--- config.mk ---
export PLATFORM = sky130hd
export DESIGN_NAME = ds_operand_stage
export DESIGN_NICKNAME = d
export VERILOG_FILES = /design/src/rtl/ds_operand_stage.sv
export SDC_FILE = /design/constraint.sdc
export NUM_CORES = 1
export LEC_CHECK = 0
export BUFFER_PORTS_ARGS = -buffer_cell sky130_fd_sc_hd__buf_2
export CORE_AREA = 4 4 166 168
export DETAILED_ROUTE_END_ITERATION = 10
export DIE_AREA = 0 0 170 172
export PLACE_DENSITY_LB_ADDON = 0.12
export SLEW_MARGIN = 20
export SYNTH_ARGS = -nofsm -noshare
export SYNTH_HDL_FRONTEND = slang
export SYNTH_SLANG_ARGS = --single-unit
--- constraint.sdc ---
create_clock -name clk -period 2.94 [get_ports clk]
set_input_delay 0.588 -clock clk [delete_from_list [all_inputs] [get_ports clk]]
set_output_delay 0.588 -clock clk [all_outputs]
set_load 0.005 [all_outputs]
--- src/rtl/ds_operand_stage.sv ---
// ds_operand_stage: decode-stage operand unit for the five-stage LoongArch pipeline.
// Holds one decoded instruction in a valid/allowin slot and resolves NUM_SRC source
// operands from an NUM_FWD-deep priority forwarding network or the register file.
// Interlocks on forwarded values that are not final, honours flush, and counts
// interlock cycles in a saturating counter.
// Configuration macro FWD_EN: defined = full forwarding from every network index;
// undefined = only the WB index (NUM_FWD-1) is bypassed, any younger hit interlocks.
module ds_operand_stage #(
  parameter int DATA_W    = 32,
  parameter int ADDR_W    = 5,
  parameter int NUM_SRC   = 2,
  parameter int NUM_FWD   = 3,
  parameter int PAYLOAD_W = 64
) (
  input  logic                        clk,
  input  logic                        reset,
  input  logic                        in_valid,
  output logic                        in_allowin,
  input  logic [PAYLOAD_W-1:0]        in_payload,
  input  logic [NUM_SRC*ADDR_W-1:0]   in_raddr,
  input  logic [NUM_SRC-1:0]          in_need,
  input  logic                        flush,
  output logic                        out_valid,
  input  logic                        out_allowin,
  output logic [PAYLOAD_W-1:0]        out_payload,
  output logic [NUM_SRC*DATA_W-1:0]   out_rdata,
  output logic [NUM_SRC*ADDR_W-1:0]   rf_raddr,
  input  logic [NUM_SRC*DATA_W-1:0]   rf_rdata,
  input  logic [NUM_FWD-1:0]          fwd_we,
  input  logic [NUM_FWD*ADDR_W-1:0]   fwd_waddr,
  input  logic [NUM_FWD*DATA_W-1:0]   fwd_wdata,
  input  logic [NUM_FWD-1:0]          fwd_ready,
  output logic [31:0]                 stall_cnt
);

  localparam int unsigned CNT_W   = 32;
  localparam int unsigned WB_IDX  = NUM_FWD - 1;

  // Slot state
  logic                       r_valid;
  logic [PAYLOAD_W-1:0]       r_payload;
  logic [NUM_SRC*ADDR_W-1:0]  r_raddr;
  logic [NUM_SRC-1:0]         r_need;
  logic [CNT_W-1:0]           r_stall_cnt;

  // Resolution and handshake
  logic [NUM_SRC-1:0][NUM_FWD-1:0] w_hit;
  logic [NUM_SRC-1:0]              w_hazard;
  logic [NUM_SRC*DATA_W-1:0]       w_rdata;
  logic                            w_ready_go;
  logic                            w_load;
  logic                            w_stall_cycle;

  // Hit matrix: a source matches a forwarding entry only when it is really read and not r0
  always_comb begin
    w_hit = '0;
    for (int s = 0; s < NUM_SRC; s++) begin
      for (int i = 0; i < NUM_FWD; i++) begin
        w_hit[s][i] = r_valid & r_need[s]
                    & (r_raddr[s*ADDR_W +: ADDR_W] != '0)
                    & fwd_we[i]
                    & (fwd_waddr[i*ADDR_W +: ADDR_W] == r_raddr[s*ADDR_W +: ADDR_W]);
      end
    end
  end

`ifdef FWD_EN
  // Full bypass: walk from oldest to youngest so the lowest hitting index wins
  always_comb begin
    w_rdata  = rf_rdata;
    w_hazard = '0;
    for (int s = 0; s < NUM_SRC; s++) begin
      for (int i = NUM_FWD - 1; i >= 0; i--) begin
        if (w_hit[s][i]) begin
          w_rdata[s*DATA_W +: DATA_W] = fwd_wdata[i*DATA_W +: DATA_W];
          w_hazard[s]                 = ~fwd_ready[i];
        end
      end
    end
  end
`else
  // WB-only bypass: covers the register file's missing write-through; younger hits wait
  always_comb begin
    w_rdata  = rf_rdata;
    w_hazard = '0;
    for (int s = 0; s < NUM_SRC; s++) begin
      if (w_hit[s][WB_IDX]) begin
        w_rdata[s*DATA_W +: DATA_W] = fwd_wdata[WB_IDX*DATA_W +: DATA_W];
      end
      for (int i = 0; i < NUM_FWD - 1; i++) begin
        if (w_hit[s][i]) begin
          w_hazard[s] = 1'b1;
        end
      end
    end
  end

  // Readiness and the younger data lanes are irrelevant without full forwarding
  logic w_unused_fwd;
  assign w_unused_fwd = ^{fwd_ready, fwd_wdata};
`endif

  // Handshake toward both neighbours
  assign w_ready_go    = ~|w_hazard;
  assign w_load        = in_valid & in_allowin & ~flush;
  assign w_stall_cycle = r_valid & ~w_ready_go & ~flush;

  assign out_valid   = r_valid & w_ready_go;
  assign in_allowin  = ~r_valid | (w_ready_go & out_allowin);
  assign out_payload = r_payload;
  assign out_rdata   = w_rdata;
  assign rf_raddr    = r_raddr;
  assign stall_cnt   = r_stall_cnt;

  // Slot valid bit: reset, then flush, then normal pipeline advance
  always_ff @(posedge clk) begin
    if (reset) begin
      r_valid <= 1'b0;
    end else if (flush) begin
      r_valid <= 1'b0;
    end else if (in_allowin) begin
      r_valid <= in_valid;
    end
  end

  // Held instruction fields capture only on an accepted, non-flushed handshake
  always_ff @(posedge clk) begin
    if (reset) begin
      r_payload <= '0;
      r_raddr   <= '0;
      r_need    <= '0;
    end else if (w_load) begin
      r_payload <= in_payload;
      r_raddr   <= in_raddr;
      r_need    <= in_need;
    end
  end

  // Saturating interlock counter; flush cycles are not interlocks
  always_ff @(posedge clk) begin
    if (reset) begin
      r_stall_cnt <= '0;
    end else if (w_stall_cycle && (r_stall_cnt != {CNT_W{1'b1}})) begin
      r_stall_cnt <= r_stall_cnt + CNT_W'(1);
    end
  end

endmodule

# Yosys cells after proc, flatten, opt, wreduce, memory -nomap -nowiden
# Index checks and enable logic that the tools add are counted.
[classes]
bitwise_logic = 25
n_eq_ne = 7
addsub = 1
muxes = 6
reduce_logical = 6
[ops]
columns = ["cell", "count"]
rows = [
  ["$mux W32", 2],
  ["$add A32 B1 Y32 const B", 1],
  ["$ne A32 B32 Y1 const B", 1],
  ["$eq A5 B5 Y1", 6],
  ["$and A1 B1 Y1", 22],
  ["$reduce_bool A5 Y1", 2],
  ["$mux W1", 4],
  ["$reduce_or A2 Y1", 2],
  ["$not A1 Y1", 2],
  ["$logic_and A1 B1 Y1", 1],
  ["$logic_not A1 Y1", 1],
  ["$or A1 B1 Y1", 1],
]
[totals]
in_bits = 262
out_inout_bits = 172
word_cells = 50
regBits = 109

# Logic depth before layout (Yosys ltp)
# Gate-level depths: netlist (run 1).
[depth]
word_depth = 12
depth_mapped = 9
ltp_nobuf = 7

# Worst setup path before layout (run 1)
# Ideal clock, no wire load.
[synth_timing]
path_type = "input-to-output"
startpoint = "in fwd_waddr[10]"
endpoint = "out out_rdata[10]"
setup_slack_ns = 0.290
required_time_ns = 2.352
path_stages = 6
arrival_time_ns = 2.062
path_buffers = 2
path_cell_list = "xor2_1 nor4_1 and4_1 clkbuf_1 buf_1 mux2_2"
[synth_between]
elab_chain_cells = 3
[synth_lines]
columns = ["element", "line_no", "source"]
rows = [
  ["from (decl)", "30", "input logic [NUM_FWD*ADDR_W-1:0] fwd_waddr,"],
  ["$eq A5 B5 Y1", "62", "& (fwd_waddr[i*ADDR_W +: ADDR_W] == r_raddr[s*ADDR_W +: ADDR_W]);"],
  ["$and A1 B1 Y1", "62", ""],
  ["$mux W32", "87", "if (w_hit[s][WB_IDX]) begin"],
  ["to (decl)", "26", "output logic [NUM_SRC*DATA_W-1:0] out_rdata,"],
]
# No other way between the ends.

# Worst setup path after layout (run 1)
[layout_timing]
startpoint = "reg r_raddr[9] (netlist: rf_raddr[9])"
endpoint = "out out_rdata[48]"
[layout_between]
elab_chain_cells = 5
elab_cells_between_ends = 6
classes_between = "1 x eq/ne; 1 x mux; 3 x bitwise; 1 x reduce/logical"
[layout_lines]
columns = ["element", "line_no", "source"]
rows = [
  ["from (decl)", "42", "logic [NUM_SRC*ADDR_W-1:0] r_raddr;"],
  ["from (signal assigned)", "134", "r_raddr <= in_raddr;"],
  ["$reduce_bool A5 Y1", "60", "& (r_raddr[s*ADDR_W +: ADDR_W] != '0)"],
  ["$and A1 B1 Y1", "60", ""],
  ["$and A1 B1 Y1", "61", "& fwd_we[i]"],
  ["$and A1 B1 Y1 (*)", "62", ""],
  ["$mux W32 (*)", "87", ""],
]
# Mark *: on every way between the ends. The rest lies on a longest branch, timed or not.

==> results.cfg, run 1 <==
[synthesis]
yosys_most_used_dff = dfxtp_1
ys_top_cells_by_area = dfxtp_1 38%, mux2i_1 13%, mux2_1 7.9%, mux2_2 6.4%, nor2_1 6.2%
synth_fp_nets = 873
synth.top_cell.area_share = 0.375
ys_types = 45
synth-edff-count = 0
yosysTopAreaCell = dfxtp_1
synth_seq_cells = 109
yosys_warnings = 0
seq_area_frac_synth = 0.375
syn_inst = 610
syn_area_um2 = 5820
synthArstFlopShare = 0
avgSynthCellArea_um2 = 9.53

[global_routing]
grt_overflow = 0
antenna_found_initial = 19
grt_pass1_wl_um = 36500
grt_usage = 0.163
grt_max_degree = 66
grt_pass1_vias = 6005

[place]
place_congestion = 0.859
placedCellCount = 1286
dp_hpwl_um = 20300
place_ws_ns = 0.209
port_buffers = 366
post_dp_cell_area_um2 = 8090

[clock_network]
cts.path.max_buffers = 2
insertion_delay_ns = 0.36
clk_transition_reported_paths_ns = 0.09
hold_buffers = 0
cts_tree = done
ctsRootBufferMaster = clkbuf_16
htree_levels = 3
clock_sinks = 109
cts_buffers = 9
postCtsSetupRepairBufs = 0

[timing]
period_needed_ns = 2.87
rsz0062_at_grt = no
worst_slack_ns = 0.0679
tightest_slew_ns = 0.543
final_max_slew_viol_count = 0
finClkSkew_ns = 0.0169
fin_tns_setup_ns = 0
clock.fmax_ghz = 0.348
period_share = 0.977
report.final.hold_viol_count = 0
setup_viol = 0
slew_headroom = 0.638

[worst_hold_path]
worstHoldStart = in_payload[3]
worstHoldPathCells = 3
min_path_type = in2reg

[setup_path]
crit_family = simple AND/OR/NAND/NOR gates
crit_fanout = 32
worstPathArrival_ns = 2.28
cp_slowest_stage_delay_ns = 0.38
worstReg2RegStart = stall_cnt[0]$_SDFFE_PP0P_
cp-startpoint = rf_raddr[9]$_SDFFE_PP0P_
critPathRequiredTime_ns = 2.35
crit_slowest_cell = or3_1
path_depth = 6
reg2reg_slack_ns = 0.42
criticalPathCategory = reg2out
worstPathCellList = or3_1 -> o311a_4 -> and4_1 -> buf_12 -> mux2_1 -> buf_2
crit_path_start_kind = flop
crit_buf_inv = 2
worst-r2r-cell-count = 8
cp-end-kind = output port

[outcome]
status = completed

[cells_and_area]
area_growth_pct = 45.8
drive_above_1_share = 0.469
layout.nets = 1226
final_util = 0.327
layout_commonest_cell = buf_2
layoutNonFillerInstCount = 1309
design_area_um2 = 8480
most-common-layout-cells = 365 x buf_2, 107 x dfxtp_1, 96 x nor2_1

[power]
peakVddDrop_mv = 0.232
leakagePower_nw = 3.87
p_int_mw = 2.44
power_frac_seq = 0.464
p_switching_mw = 0.921
p_clk_frac = 0.376
pwr-share-comb = 0.159
power_density_nw_per_um2 = 396
switching_share = 0.274

[detailed_routing]
ant_nets = 0
num_vias = 5951
drc_errors = 0
drt-pass1-iter-count = 6
routedWlPerCell_um = 19.5
wl_um = 25500
vias_per_cell = 4.55
drt_iter0_drc = 210

[floorplan]
die_y_um = 172
ios = 434
dieArea_um2 = 29200
start_util = 0.224
rows = 59
coreArea_um2 = 25900
chipWidth_um = 170

[job]
cap_violations = 0
[worst reg2reg max path, cell delays in order (launching register included)]
cell	delay, ns
dfxtp_1	0.36
ha_1	0.28
and4_1	0.27
nand4_1	0.28
nor3_2	0.08
buf_4	0.21
or4b_1	0.53
or3_1	0.32
a21oi_1	0.14
[stage by stage]
stage          hold WS, ns  total power, mW
4_1_cts              0.442             3.44
3_5_place_dp         0.477             2.13
3_3_place_gp         0.467             2.13
5_1_grt              0.452             3.54
6_report             0.461             3.36
2_1_floorplan        0.461             1.83
[path summary, 6_finish.rpt]
kind | end
worst min-delay path | out_payload[3]$_SDFFE_PP0P_
worst max register to register | stall_cnt[22]$_SDFFE_PP0P_
worst max-delay path | out_rdata[48]
worst min register to register | out_payload[9]$_SDFFE_PP0P_
[synthesized netlist by cell type (11+ instances only)]
| master | instances |
|---|---|
| dfxtp_1 | 109 |
| nor2_1 | 96 |
| mux2i_1 | 77 |
| mux2_1 | 41 |
| mux2_2 | 33 |
| clkbuf_1 | 25 |
| xnor2_1 | 22 |
| nand2_1 | 19 |
| a21oi_1 | 18 |
| or4_1 | 18 |
| o31ai_1 | 16 |
| nand4_1 | 14 |
| buf_2 | 12 |
| nor4_1 | 11 |
[power groups by stage]
| stage | sequential, mW | combinational [mW] | clock, mW |
|---|---|---|---|
| CTS | 1.56 | 0.543 | 1.34 |
| finish | 1.56 | 0.535 | 1.26 |
| global placement | 1.59 | 0.537 | 0 |
| global route | 1.57 | 0.592 | 1.39 |
| floorplan | 1.59 | 0.233 | 0 |
| detailed placement | 1.59 | 0.539 | 0 |
[flip-flops by register name, indices dropped and copies added (netlist names)]
| signal | flops |
|---|---|
| stall_cnt | 32 |
| out_payload | 64 |
| r_valid | 1 |
| rf_raddr | 10 |
| r_need | 2 |
[area by class of cell]
cell class,count,area [um2]
multi-input cells,454,3470
clock inverters,6,62.6
inverters,1,3.75
clock buffers,10,239
diodes,6,15.0
well taps,335,419
fillers,2806,17400
flip-flops and latches,109,2180
repair buffers,388,2080
[logic make-up after synthesis]
kind of cell	synth area share
and+or+nand+nor	0.203
adders and majority gates	0.00215
buffers and inverters	0.0387
muxes	0.276
DFF	0.375
AOI/OAI and AO/OA	0.0596
xor gates and xnor gates	0.0452
[per-layer routing]
metal / routed length [um] / track usage
met1: 10100 / 0.185
met2: 12500 / 0.284
met3: 2670 / 0.0750
met4: 238 / 0.0323
met5: 94 / 0
[what timing repair did]
action                                  in CTS  in global routing
cloned                                       0                  1
resized for setup                            2                  9
endpoints found under the setup margin       7                 66
Power figures use the tool's default switching activity.
==> run 2: changes to the inputs <==
ABC_AREA = 1   (was not set)
CORE_AREA = 4 4 164 166   (was 4 4 166 168)
DIE_AREA = 0 0 168 170   (was 0 0 170 172)
==> results.cfg, run 2 <==
[outcome]
status = completed

[detailed_routing]
ant_nets = 0
wl_um = 28200
num_vias = 8192
drc_errors = 0
drt_iter0_drc = 332
vias_per_cell = 4.53
drt-pass1-iter-count = 5
routedWlPerCell_um = 15.6

[floorplan]
coreArea_um2 = 25600
dieArea_um2 = 28600
ios = 434
rows = 59
die_y_um = 170
start_util = 0.264
chipWidth_um = 168

[clock_network]
clock_sinks = 109
cts_tree = done
insertion_delay_ns = 0.36
clk_transition_reported_paths_ns = 0.08
ctsRootBufferMaster = clkbuf_16
cts_buffers = 9
hold_buffers = 0
cts.path.max_buffers = 2
htree_levels = 3

[timing]
setup_viol = 0
final_max_slew_viol_count = 0
clock.fmax_ghz = 0.371
finClkSkew_ns = 0.00910
rsz0062_at_grt = no
slew_headroom = 0.410
report.final.hold_viol_count = 0
tightest_slew_ns = 0.885
fin_tns_setup_ns = 0
period_share = 0.916
period_needed_ns = 2.69

[power]
peakVddDrop_mv = 0.267
leakagePower_nw = 4.96
power_mw = 3.59
power_density_nw_per_um2 = 391

[job]
cap_violations = 0

[cells_and_area]
largest_reg_flops = 64
most-common-layout-cells = 366 x buf_2, 312 x nand2_1, 148 x nor2_1
layout_commonest_cell = buf_2
layout.nets = 1725
drive_above_1_share = 0.280
area_growth_pct = 35.7

[synthesis]
synth.most_common_cell = nand2_1
synthArstFlopShare = 0
avgSynthCellArea_um2 = 5.93
synth.top_cell.area_share = 0.323
synth_commonest_cells = 312 x nand2_1, 149 x nor2_1, 145 x inv_1
syn_area_um2 = 6770
yosysTopAreaCell = dfxtp_1
yosys_warnings = 0
ys_top_cells_by_area = dfxtp_1 32%, nand2_1 17%, nor2_1 8.3%, a21oi_1 8.1%, inv_1 8.0%
syn_inst = 1140
ys_types = 26
yosys_most_used_dff = dfxtp_1
seq_area_frac_synth = 0.323
synth_seq_cells = 109
synth_fp_nets = 1403
synth-edff-count = 0

[setup_path]
worstPathArrival_ns = 2.11
crit_fanout = 64
crit_path_start_kind = flop
critPathRequiredTime_ns = 2.35
criticalPathCategory = reg2out
reg2reg_slack_ns = 0.44
cp-end-kind = output port

[place]
dp_hpwl_um = 21800
port_buffers = 366
place_congestion = 0.864

[global_routing]
grt_max_degree = 117
grt_usage = 0.188
grt_pass1_vias = 7620
antenna_found_initial = 9
grt_overflow = 0
grt_pass1_wl_um = 43100

[worst_hold_path]
min_path_type = reg2reg
==> run 2: worst paths after layout <==
| path | startpoint | end | depth (start not counted) |
|---|---|---|---|
| worst max-delay path | rf_raddr[3]$_SDFFE_PP0P_ | out_rdata[16] | 7 |
| worst min-delay path | out_payload[6]$_SDFFE_PP0P_ | out_payload[6]$_SDFFE_PP0P_ | 2 |
| worst max register to register | rf_raddr[0]$_SDFFE_PP0P_ | stall_cnt[18]$_SDFFE_PP0P_ | 12 |
| worst min register to register | out_payload[6]$_SDFFE_PP0P_ | out_payload[6]$_SDFFE_PP0P_ | 2 |
==> run 2: power by group <==
part	switching (mW)	internal, mW
logic	0.349	0.304
registers	0.0521	1.55
clock network	0.653	0.686
total	1.05	2.54
==> run 2: metal layers <==
| metal | track usage | vias to the layer above | routed length [um] |
|---|---|---|---|
| met5 | 0 | - | 13 |
| met4 | 0.0737 | 2 | 720 |
| met3 | 0.0574 | 32 | 2340 |
| met2 | 0.325 | 284 | 13500 |
| met1 | 0.219 | 3629 | 11700 |
| li1 | - | 4245 | - |
==> run 2: critical path, cell delays in order, from the launching register on <==
cell     delay, ns
dfxtp_2       0.38
xor2_1        0.17
nor4_1        0.36
nand3_2       0.14
buf_12        0.22
o21ai_1       0.22
buf_4         0.16
buf_2         0.11
==> run 2: area by class of cell <==
type	count	area, um2
tap	335	419
fill	2979	16400
antenna	7	17.5
sequential	109	2180
inverter	152	571
timing repair buffer	379	1980
clock buffer	9	225
clock inverter	7	88.8
multi-input combinational	811	3690
==> run 2: logic make-up (layout without fill, tap and decap cells) <==
group / count (synthesis) / after routing / share of synthesized area
XOR/XNOR: 28 / 28 / 0.0362
other: 0 / 7 / 0
flip-flops: 109 / 109 / 0.323
AO/OA/AOI/OAI: 178 / 178 / 0.132
buffers and inverters: 220 / 547 / 0.134
AND/OR/NAND/NOR: 604 / 604 / 0.373
adder cells (fa/ha/maj): 1 / 1 / 0.00185
==> run 2: through the flow <==
step	hold slack (ns)	instances	util	setup slack, ns	cell area, um2
after floorplan	0.452	1140	-	0.696	6770
after detailed placement	0.461	1786	0.345	0.217	8850
after global placement	0.455	1786	0.345	0.240	8850
after global routing	0.507	1808	0.358	0.0465	9180
after CTS	0.483	1802	0.358	0.0650	9160
final	0.480	1809	0.359	0.246	9180
==> run 2: what timing repair did <==
action | 4_1_cts | 5_1_grt
setup buffers | 0 | 0
setup endpoints to repair | 0 | 16
gates resized for setup | 0 | 4
==> run 3: changes to the inputs <==
CELL_PAD_IN_SITES_DETAIL_PLACEMENT = 0   (was not set)
CELL_PAD_IN_SITES_GLOBAL_PLACEMENT = 1   (was not set)
CORE_AREA = not set   (was 4 4 164 166)
CORE_ASPECT_RATIO = 0.9   (was not set)
CORE_MARGIN = 4   (was not set)
CORE_UTILIZATION = 27   (was not set)
DIE_AREA = not set   (was 0 0 168 170)
==> results.cfg, run 3 (synthesis gave the netlist of run 2 again) <==
[setup_path]
critPathRequiredTime_ns = 2.35
cp-end-kind = output port
reg2reg_slack_ns = 0.56
worstPathArrival_ns = 2.19
worstPathCellList = xor2_1 -> nor4_1 -> buf_4 -> nand3_2 -> buf_12 -> o21ai_0 -> buf_4 -> buf_2
criticalPathCategory = reg2out
crit_top_cell = buf_4
cp_slowest_stage_delay_ns = 0.53
crit_path_start_kind = flop
crit_fanout = 62
crit_slowest_cell = dfxtp_1

[floorplan]
start_util = 0.277
dieArea_um2 = 27700
chipWidth_um = 175
coreArea_um2 = 24500
rows = 54
ios = 434
die_y_um = 158

[timing]
report.final.hold_viol_count = 0
period_share = 0.943
finClkSkew_ns = 0.0151
slew_headroom = 0.404
final_max_slew_viol_count = 0
fin_tns_setup_ns = 0
clock.fmax_ghz = 0.361
tightest_slew_ns = 0.895
setup_viol = 0
period_needed_ns = 2.77
rsz0062_at_grt = no

[global_routing]
grt_max_degree = 113
antenna_found_initial = 2
grt_pass1_vias = 7228
grt_overflow = 0
grt_usage = 0.182
grt_pass1_wl_um = 40700

[clock_network]
insertion_delay_ns = 0.36
hold_buffers = 0
cts_tree = done
clock_sinks = 109
cts_buffers = 9
ctsRootBufferMaster = clkbuf_16
cts.path.max_buffers = 2
clk_transition_reported_paths_ns = 0.07
htree_levels = 3

[detailed_routing]
ant_nets = 0
num_vias = 8067
drc_errors = 0
routedWlPerCell_um = 14.9
drt_iter0_drc = 420
wl_um = 27000
vias_per_cell = 4.44
drt-pass1-iter-count = 7

[cells_and_area]
drive_above_1_share = 0.285
most-common-layout-cells = 366 x buf_2, 312 x nand2_1, 148 x nor2_1
largest_reg_flops = 64
layout_commonest_cell = buf_2
area_growth_pct = 36.8
fillers = 2765
layout.nets = 1737
final_util = 0.378

[power]
switching_share = 0.295
power_frac_seq = 0.453
p_int_mw = 2.48
p_switching_mw = 1.04
peakVddDrop_mv = 0.269
p_clk_frac = 0.357
pwr-share-comb = 0.190
power_density_nw_per_um2 = 380
leakagePower_nw = 5.01

[outcome]
status = completed

[place]
dp_hpwl_um = 20500
place_congestion = 0.798
port_buffers = 366

[worst_hold_path]
min_path_type = reg2reg

[job]
cap_violations = 0
run 3: cell count changes in the layout (fill, tap and decap cells not counted), moves of 2 or more:
cell	delta
diode_2	-5
dfxtp_2	-2
buf_4	+11
inv_6	+2
inv_8	-3
dfxtp_1	+2
run 3: per-layer routing:
metal,share of wire,track usage,vias up
li1,-,-,4266
met4,0.014,0.0404,2
met3,0.056,0.0420,24
met2,0.48,0.307,222
met1,0.45,0.239,3553
met5,0.00048,0,-
run 3: power by group through the flow:
stage	sequential (mW)	combinational [mW]	clock [mW]
after detailed placement	1.62	0.675	0
after floorplan	1.63	0.324	0
after CTS	1.59	0.677	1.32
after global placement	1.62	0.674	0
after global routing	1.60	0.761	1.36
final	1.59	0.667	1.25
run 3: final cells by class:
cell class              instances  area, um2  share of cell area
multi-input cells             811       3690               0.399
flip-flops and latches        109       2180               0.236
repair buffers                391       2090               0.225
inverters                     152        571              0.0617
well taps                     336        420              0.0454
clock buffers                  10        239              0.0258
clock inverters                 6       55.1             0.00595
diodes                          2       5.00            0.000541
run 3: what timing repair did:
item,in CTS,in global routing
gates resized for setup,0,1
buffers inserted,0,2
setup endpoints to repair,0,20
run 3: path summary, 6_finish.rpt:
path,start,endpoint,depth (start not counted)
max reg2reg,stall_cnt[0]$_SDFFE_PP0P_,stall_cnt[19]$_SDFFE_PP0P_,9
max,rf_raddr[2]$_SDFFE_PP0P_,out_rdata[2],8
min reg2reg,out_payload[32]$_SDFFE_PP0P_,out_payload[32]$_SDFFE_PP0P_,2
min,out_payload[32]$_SDFFE_PP0P_,out_payload[32]$_SDFFE_PP0P_,2
run 3: critical path, delay by kind of cell, from the launching register on:
kind                      cells  cell delay (ns)
and+or+nand+nor               2             0.31
xor gates and xnor gates      1             0.11
buffers and inverters         4             0.67
DFF                           1             0.53
AOI/OAI and AO/OA             1             0.20
run 3: metrics by stage:
step | cells | area [um2] | setup slack [ns] | hold WS [ns] | total power, mW
2_1_floorplan | 1140 | 6770 | 0.696 | 0.452 | 1.95
3_3_place_gp | 1797 | 8930 | 0.179 | 0.455 | 2.30
3_5_place_dp | 1797 | 8930 | 0.185 | 0.462 | 2.30
4_1_cts | 1813 | 9230 | 0.115 | 0.483 | 3.59
5_1_grt | 1816 | 9250 | 0.0246 | 0.500 | 3.72
6_report | 1817 | 9250 | 0.166 | 0.478 | 3.51
